==> src/rtl/cr16_pkg.sv <==
// Shared definitions for the CompactRISC16 execute stage: opcodes, flag bit
// positions and the sequencer state encoding.
package cr16_pkg;

  localparam logic [3:0] OP_ADD  = 4'd0;
  localparam logic [3:0] OP_ADDU = 4'd1;
  localparam logic [3:0] OP_ADDC = 4'd2;
  localparam logic [3:0] OP_SUB  = 4'd3;
  localparam logic [3:0] OP_CMP  = 4'd4;
  localparam logic [3:0] OP_AND  = 4'd5;
  localparam logic [3:0] OP_OR   = 4'd6;
  localparam logic [3:0] OP_XOR  = 4'd7;
  localparam logic [3:0] OP_MOV  = 4'd8;
  localparam logic [3:0] OP_LSH  = 4'd9;
  localparam logic [3:0] OP_ASHU = 4'd10;

  localparam int FLAG_C = 0;
  localparam int FLAG_L = 1;
  localparam int FLAG_F = 2;
  localparam int FLAG_Z = 3;
  localparam int FLAG_N = 4;

  typedef enum logic [1:0] {
    ST_IDLE,
    ST_SHIFT,
    ST_DONE
  } state_t;

endpackage

==> src/rtl/cr16_iter_shifter.sv <==
// Bit-serial shifter: one position per step, with a down-counter of the
// remaining steps. The load itself performs the first shift.
module cr16_iter_shifter #(
  parameter int P_WIDTH = 16
) (
  input  logic               clk,
  input  logic               reset,
  input  logic               load,
  input  logic               step,
  input  logic               left,
  input  logic               arith,
  input  logic [P_WIDTH-1:0] data,
  input  logic [4:0]         count_init,
  output logic [P_WIDTH-1:0] value,
  output logic               zero
);

  logic [4:0] count;
  logic       left_q;
  logic       arith_q;

  function automatic logic [P_WIDTH-1:0] shift1(input logic [P_WIDTH-1:0] v,
                                                input logic l,
                                                input logic ar);
    if (l) return {v[P_WIDTH-2:0], 1'b0};
    return {ar & v[P_WIDTH-1], v[P_WIDTH-1:1]};
  endfunction

  // count_init is magnitude-1, since the load already moved one bit.
  always_ff @(posedge clk) begin
    if (reset) begin
      value   <= '0;
      count   <= '0;
      left_q  <= 1'b0;
      arith_q <= 1'b0;
    end else if (load) begin
      value   <= shift1(data, left, arith);
      count   <= count_init;
      left_q  <= left;
      arith_q <= arith;
    end else if (step && (count != 5'd0)) begin
      value <= shift1(value, left_q, arith_q);
      count <= count - 5'd1;
    end
  end

  assign zero = (count == 5'd0);

endmodule

==> src/rtl/cr16_alu_seq.sv <==
// CompactRISC16 execute stage: single-cycle ALU ops, iterative shifts, and
// next-flags generation feeding the flag register.
module cr16_alu_seq
  import cr16_pkg::*;
#(
  parameter int P_WIDTH      = 16,
  parameter int P_FLAG_WIDTH = 5
) (
  input  logic                    I_CLK,
  input  logic                    I_RESET,
  input  logic                    I_START,
  input  logic [3:0]              I_OPCODE,
  input  logic [P_WIDTH-1:0]      I_A,
  input  logic [P_WIDTH-1:0]      I_B,
  input  logic [P_FLAG_WIDTH-1:0] I_FLAGS,
  output logic                    O_BUSY,
  output logic                    O_DONE,
  output logic [P_WIDTH-1:0]      O_RESULT,
  output logic                    O_WB,
  output logic [P_FLAG_WIDTH-1:0] O_FLAGS,
  output logic                    O_FLAGS_WE
);

  localparam int MSB = P_WIDTH - 1;

  state_t state_q, state_d;

  logic                    accept;
  logic                    is_shift;
  logic                    shift_go;
  logic [4:0]              count_init;
  logic [P_WIDTH-1:0]      sh_value;
  logic                    sh_zero;
  logic [P_FLAG_WIDTH-1:0] flags_lat;

  logic [P_WIDTH:0]        sum;
  logic [P_WIDTH:0]        diff;
  logic                    cin;
  logic                    add_ovf;
  logic                    sub_ovf;
  logic [P_WIDTH-1:0]      alu_result;
  logic [P_FLAG_WIDTH-1:0] alu_flags;
  logic                    alu_wb;
  logic                    alu_we;

  assign accept   = I_START && (state_q != ST_SHIFT);
  assign is_shift = (I_OPCODE == OP_LSH) || (I_OPCODE == OP_ASHU);
  assign shift_go = accept && is_shift && (I_B[4:0] != 5'd0);

  // |s|-1: s-1 for positive amounts, ~s for negative ones.
  assign count_init = I_B[4] ? ~I_B[4:0] : (I_B[4:0] - 5'd1);

  always_comb begin
    state_d = state_q;
    unique case (state_q)
      ST_IDLE, ST_DONE: begin
        if (accept) state_d = shift_go ? ST_SHIFT : ST_DONE;
        else        state_d = ST_IDLE;
      end
      ST_SHIFT: begin
        if (sh_zero) state_d = ST_DONE;
      end
      default: state_d = ST_IDLE;
    endcase
  end

  always_ff @(posedge I_CLK) begin
    if (I_RESET) state_q <= ST_IDLE;
    else         state_q <= state_d;
  end

  assign cin     = (I_OPCODE == OP_ADDC) ? I_FLAGS[FLAG_C] : 1'b0;
  assign sum     = {1'b0, I_A} + {1'b0, I_B} + {{P_WIDTH{1'b0}}, cin};
  assign diff    = {1'b0, I_A} - {1'b0, I_B};
  assign add_ovf = (I_A[MSB] == I_B[MSB]) && (sum[MSB] != I_A[MSB]);
  assign sub_ovf = (I_A[MSB] != I_B[MSB]) && (diff[MSB] != I_A[MSB]);

  always_comb begin
    alu_result = '0;
    alu_flags  = I_FLAGS;
    alu_wb     = 1'b1;
    alu_we     = 1'b0;
    case (I_OPCODE)
      OP_ADD, OP_ADDC: begin
        alu_result        = sum[P_WIDTH-1:0];
        alu_flags[FLAG_C] = sum[P_WIDTH];
        alu_flags[FLAG_F] = add_ovf;
        alu_we            = 1'b1;
      end
      OP_ADDU: alu_result = sum[P_WIDTH-1:0];
      OP_SUB: begin
        alu_result        = diff[P_WIDTH-1:0];
        alu_flags[FLAG_C] = diff[P_WIDTH];
        alu_flags[FLAG_F] = sub_ovf;
        alu_we            = 1'b1;
      end
      OP_CMP: begin
        alu_result        = O_RESULT;
        alu_wb            = 1'b0;
        alu_we            = 1'b1;
        alu_flags[FLAG_L] = diff[P_WIDTH];
        alu_flags[FLAG_N] = $signed(I_A) < $signed(I_B);
        alu_flags[FLAG_Z] = (I_A == I_B);
      end
      OP_AND:  alu_result = I_A & I_B;
      OP_OR:   alu_result = I_A | I_B;
      OP_XOR:  alu_result = I_A ^ I_B;
      OP_MOV:  alu_result = I_B;
      OP_LSH, OP_ASHU: alu_result = I_A;
      default: alu_wb = 1'b0;
    endcase
  end

  cr16_iter_shifter #(.P_WIDTH(P_WIDTH)) u_shifter (
    .clk        (I_CLK),
    .reset      (I_RESET),
    .load       (shift_go),
    .step       (state_q == ST_SHIFT),
    .left       (~I_B[4]),
    .arith      (I_OPCODE == OP_ASHU),
    .data       (I_A),
    .count_init (count_init),
    .value      (sh_value),
    .zero       (sh_zero)
  );

  // Pulses default low; O_RESULT and O_FLAGS only move on a completion.
  always_ff @(posedge I_CLK) begin
    if (I_RESET) begin
      O_BUSY     <= 1'b0;
      O_DONE     <= 1'b0;
      O_WB       <= 1'b0;
      O_FLAGS_WE <= 1'b0;
      O_RESULT   <= '0;
      O_FLAGS    <= '0;
      flags_lat  <= '0;
    end else begin
      O_BUSY     <= (state_d == ST_SHIFT);
      O_DONE     <= 1'b0;
      O_WB       <= 1'b0;
      O_FLAGS_WE <= 1'b0;
      if (shift_go) begin
        flags_lat <= I_FLAGS;
      end else if (accept) begin
        O_DONE     <= 1'b1;
        O_RESULT   <= alu_result;
        O_WB       <= alu_wb;
        O_FLAGS_WE <= alu_we;
        O_FLAGS    <= alu_flags;
      end else if ((state_q == ST_SHIFT) && sh_zero) begin
        O_DONE   <= 1'b1;
        O_RESULT <= sh_value;
        O_WB     <= 1'b1;
        O_FLAGS  <= flags_lat;
      end
    end
  end

endmodule

==> config.mk <==
export PLATFORM = sky130hd
export DESIGN_NAME = cr16_alu_seq
export DESIGN_NICKNAME = d
export VERILOG_FILES = /design/src/rtl/cr16_pkg.sv /design/src/rtl/cr16_iter_shifter.sv /design/src/rtl/cr16_alu_seq.sv
export SDC_FILE = /design/constraint.sdc
export NUM_CORES = 1
export LEC_CHECK = 0
export ABC_AREA = 1
export CAP_MARGIN = 20
export CELL_PAD_IN_SITES_DETAIL_PLACEMENT = 1
export CELL_PAD_IN_SITES_GLOBAL_PLACEMENT = 1
export CORE_AREA = 2 2 89 176
export CTS_CLUSTER_DIAMETER = 100
export DETAILED_ROUTE_END_ITERATION = 8
export DIE_AREA = 0 0 91 178
export PLACE_DENSITY_LB_ADDON = 0.1
export RECOVER_POWER = 25
export SLEW_MARGIN = 15
export SYNTH_ARGS = -nofsm -noshare
export SYNTH_HDL_FRONTEND = slang
export SYNTH_SLANG_ARGS = --single-unit
export TNS_END_PERCENT = 30
==> constraint.sdc <==
create_clock -name I_CLK -period 2.8 [get_ports I_CLK]
set_input_delay 0.56 -clock I_CLK [delete_from_list [all_inputs] [get_ports I_CLK]]
set_output_delay 0.56 -clock I_CLK [all_outputs]
set_load 0.02 [all_outputs]
==> flow_summary.json, run 1 <==
{
  "status": "completed",
  "synth.cell_area_mm2": 0.00581,
  "synth_edf_count": 0,
  "dieArea_mm2": 0.0162,
  "cts_buffer_depth": 2,
  "core_area_mm2": 0.0148,
  "antenna_found_initial": 0,
  "start_kind": "primary input",
  "setup_viol": 0,
  "yosys.area.top_type": "dfxtp_1",
  "synth_ff_type": "dfxtp_1",
  "fmax_ghz": 0.373,
  "grt_use_total_pct": 32.4,
  "holdCritPathClass": "flip-flop to flip-flop",
  "async_flop_share_pct": 0,
  "synth-seq-cells": 55,
  "viasPerCell": 5.49,
  "min-delay-start": "u_shifter.count[4]",
  "grt_max_degree": 45,
  "initial_core_util_pct": 39.2,
  "end_kind": "flip-flop",
  "grt_pass1_vias": 7997,
  "max_cap_viol_count": 0,
  "routabilityCongestion": 0.943,
  "grt_pass1_wl_um": 41100,
  "wl_per_cell_um": 19.4,
  "worst_pin_slew_ns": 0.541,
  "vias": 7301,
  "cp_data_arrival_time_ns": 2.93,
  "cts_num_sinks": 55,
  "r2r_start": "u_shifter.count[0]",
  "holdWs_ns": 0.458,
  "final_antenna_net_count": 0,
  "drt-pass1-iter-count": 5,
  "ys_top_cells_by_count": "nand2_1 (231), inv_1 (140), nor2_1 (77)",
  "p_sw_mw": 1.04,
  "p_per_area_mw_per_mm2": 353,
  "p_int_mw": 1.73,
  "cts_tree": "built",
  "ys_warn_count": 0,
  "syn_to_final_growth_pct": 35.5,
  "grt_overflow_total": 0,
  "yosysUniqueCellTypes": 44,
  "comb_power_share_pct": 42.2,
  "synth_cells": 953,
  "post_cts_buffers": 0,
  "layout.nets": 1232,
  "wl_um": 25900,
  "seq_area_frac_synth_pct": 18.9,
  "die_h_um": 178,
  "clkPwrFrac_pct": 27.1,
  "fin_area_mm2": 0.00787,
  "ir_worst_vdd_v": 0.000238,
  "max_slew_margin_pct": 63.9,
  "cts_buffers": 5,
  "die_x_um": 91,
  "path_clk_slew_ns": 0.07,
  "drc": 0,
  "dp_cells": 1323,
  "drv_slew": 0,
  "switching_share_pct": 37.5,
  "synth_nets": 1050,
  "n_antenna_cell": 0,
  "path_class": "primary input to flip-flop",
  "seq_power_share_pct": 30.7,
  "io_buffers": 68,
  "ctsHtreeMaxLevel": 2,
  "clockRootBuffer": "clkbuf_16",
  "avgSynthCellArea_um2": 6.10,
  "row_count": 63,
  "yosys-top-cells-area": "dfxtp_1 (19%), nand2_1 (15%), ha_1 (11%)",
  "placed_area_mm2": 0.00762,
  "crit_required_ns": 3.05,
  "rsz0062_at_grt": "true",
  "hold_violations": 0,
  "yosysTopAreaCellShare_pct": 18.9,
  "ios": 69,
  "leakagePower_nw": 3.97,
  "critPathLaunch": "I_FLAGS[0]",
  "finalCritPeriodShare_pct": 95.8,
  "cp_max_fo": 3,
  "finClkSkew_ns": 0.00611,
  "post_route_cells_drive_above_1_share_pct": 19.6,
  "dpl.hpwl_um": 21100,
  "drt_iter0_markers": 266,
  "period_needed_ns": 2.68,
  "clock_latency_ns": 0.31,
  "yosysMostFrequentCell": "nand2_1",
  "finalNonFillerCells": 1331
}
-- worst max-delay path, cell delays in order --
cell and delay (ns):
clkdlybuf4s50_1 0.53, nand3_4 0.13, fa_2 0.42, fa_1 0.39, inv_2 0.09, nand4_1 0.13, buf_4 0.17, nand3_1 0.07
nand3_1 0.13, o2111ai_2 0.12, nand2_1 0.09, a21oi_2 0.11
-- power groups by stage --
stage | sequential (mW) | combinational, mW | clock, mW
final | 0.852 | 1.17 | 0.753
after CTS | 0.852 | 1.16 | 0.750
after global placement | 0.868 | 1.12 | 0
after detailed placement | 0.870 | 1.15 | 0
after global routing | 0.856 | 1.28 | 0.771
after floorplan | 0.895 | 0.566 | 0
-- metrics by stage --
step | util (%) | worst slack [ns] | total power, mW | TNS [ns]
floorplan | - | 0.279 | 1.46 | 0
global placement | 51.4 | -0.347 | 1.99 | -4.69
detailed placement | 51.4 | -0.436 | 2.02 | -6.07
CTS | 52.6 | 0.00213 | 2.76 | 0
global route | 53.1 | -0.0198 | 2.91 | -0.0361
finish | 53.1 | 0.119 | 2.78 | 0
-- flip-flops by register name, summed over array words and instances (netlist names), 2 cells and up --
| register | flops |
|---|---|
| O_FLAGS | 5 |
| O_RESULT | 16 |
| flags_lat | 5 |
| state_q | 2 |
| u_shifter.count | 5 |
| u_shifter.value | 16 |
-- area by class of cell --
class	instances	area, um^2
clock buffer	6	129
inverter	154	588
timing repair buffer	213	1800
clock inverter	2	38.8
tap	195	244
sequential	55	1100
multi-input combinational	706	3980
fill	2110	6950
-- layer usage --
metal / track usage [%] / vias up / routed length (um)
met4: 22.9 / 0 / 1870
met1: 31.3 / 3510 / 9130
met5: 0 / - / 0
met2: 63.2 / 213 / 14100
met3: 2.62 / 97 / 736
li1: - / 3481 / -
-- cells by family (layout without fill, tap and decap cells) --
group	Yosys count	count (layout)	synth area share (%)
AND/OR/NAND/NOR	422	422	31.4
AO/OA/AOI/OAI	228	228	23.6
buffers and inverters	192	375	13.8
flip-flops	55	55	18.9
adder cells (fa/ha/maj)	53	53	11.8
XOR/XNOR	3	3	0.452
-- timing repair --
item                                    in CTS  in global routing
resized for setup                            3                 21
hold buffers                                 0                  0
cloned                                       0                  0
endpoints found under the setup margin      10                 16
pin swaps                                    0                  5
-- final timing paths --
| check | to | slack (ns) | cells after the start |
|---|---|---|---|
| setup reg to reg | u_shifter.value[7] | 0.58 | 11 |
| setup / recovery | O_RESULT[6] | 0.12 | 12 |
| hold / removal | u_shifter.count[4] | 0.46 | 2 |
| hold reg to reg | u_shifter.count[4] | 0.46 | 2 |
-- layout by cell type (no fill, tap or decap), types with 31 or more instances in the layout --
cell	synthesis	routed
dfxtp_1	55	55
a21oi_1	54	53
ha_1	50	50
buf_4	0	143
nand2_1	231	228
o22ai_1	31	31
o21ai_0	73	73
clkdlybuf4s50_1	0	45
nor2_1	77	76
inv_1	140	137
nand3_1	76	72
Power figures use the tool's default switching activity.
==> run 2: changes to the inputs <==
--- a/config.mk
+++ b/config.mk
@@ -6,6 +6,7 @@
 export NUM_CORES = 1
 export LEC_CHECK = 0
 export ABC_AREA = 1
+export ABC_CLOCK_PERIOD_IN_PS = 2800
 export CAP_MARGIN = 20
 export CELL_PAD_IN_SITES_DETAIL_PLACEMENT = 1
 export CELL_PAD_IN_SITES_GLOBAL_PLACEMENT = 1
==> results of run 2 <==
No change in the layout: final DEF, timing and power equal those of run 1.
==> run 3: changes to the inputs <==
--- a/config.mk
+++ b/config.mk
@@ -16,7 +16,7 @@
 export DIE_AREA = 0 0 91 178
 export PLACE_DENSITY_LB_ADDON = 0.1
 export RECOVER_POWER = 25
-export SLEW_MARGIN = 15
+export SLEW_MARGIN = 20
 export SYNTH_ARGS = -nofsm -noshare
 export SYNTH_HDL_FRONTEND = slang
 export SYNTH_SLANG_ARGS = --single-unit
==> results of run 3 <==
No change in the layout: final DEF, timing and power equal those of run 1.
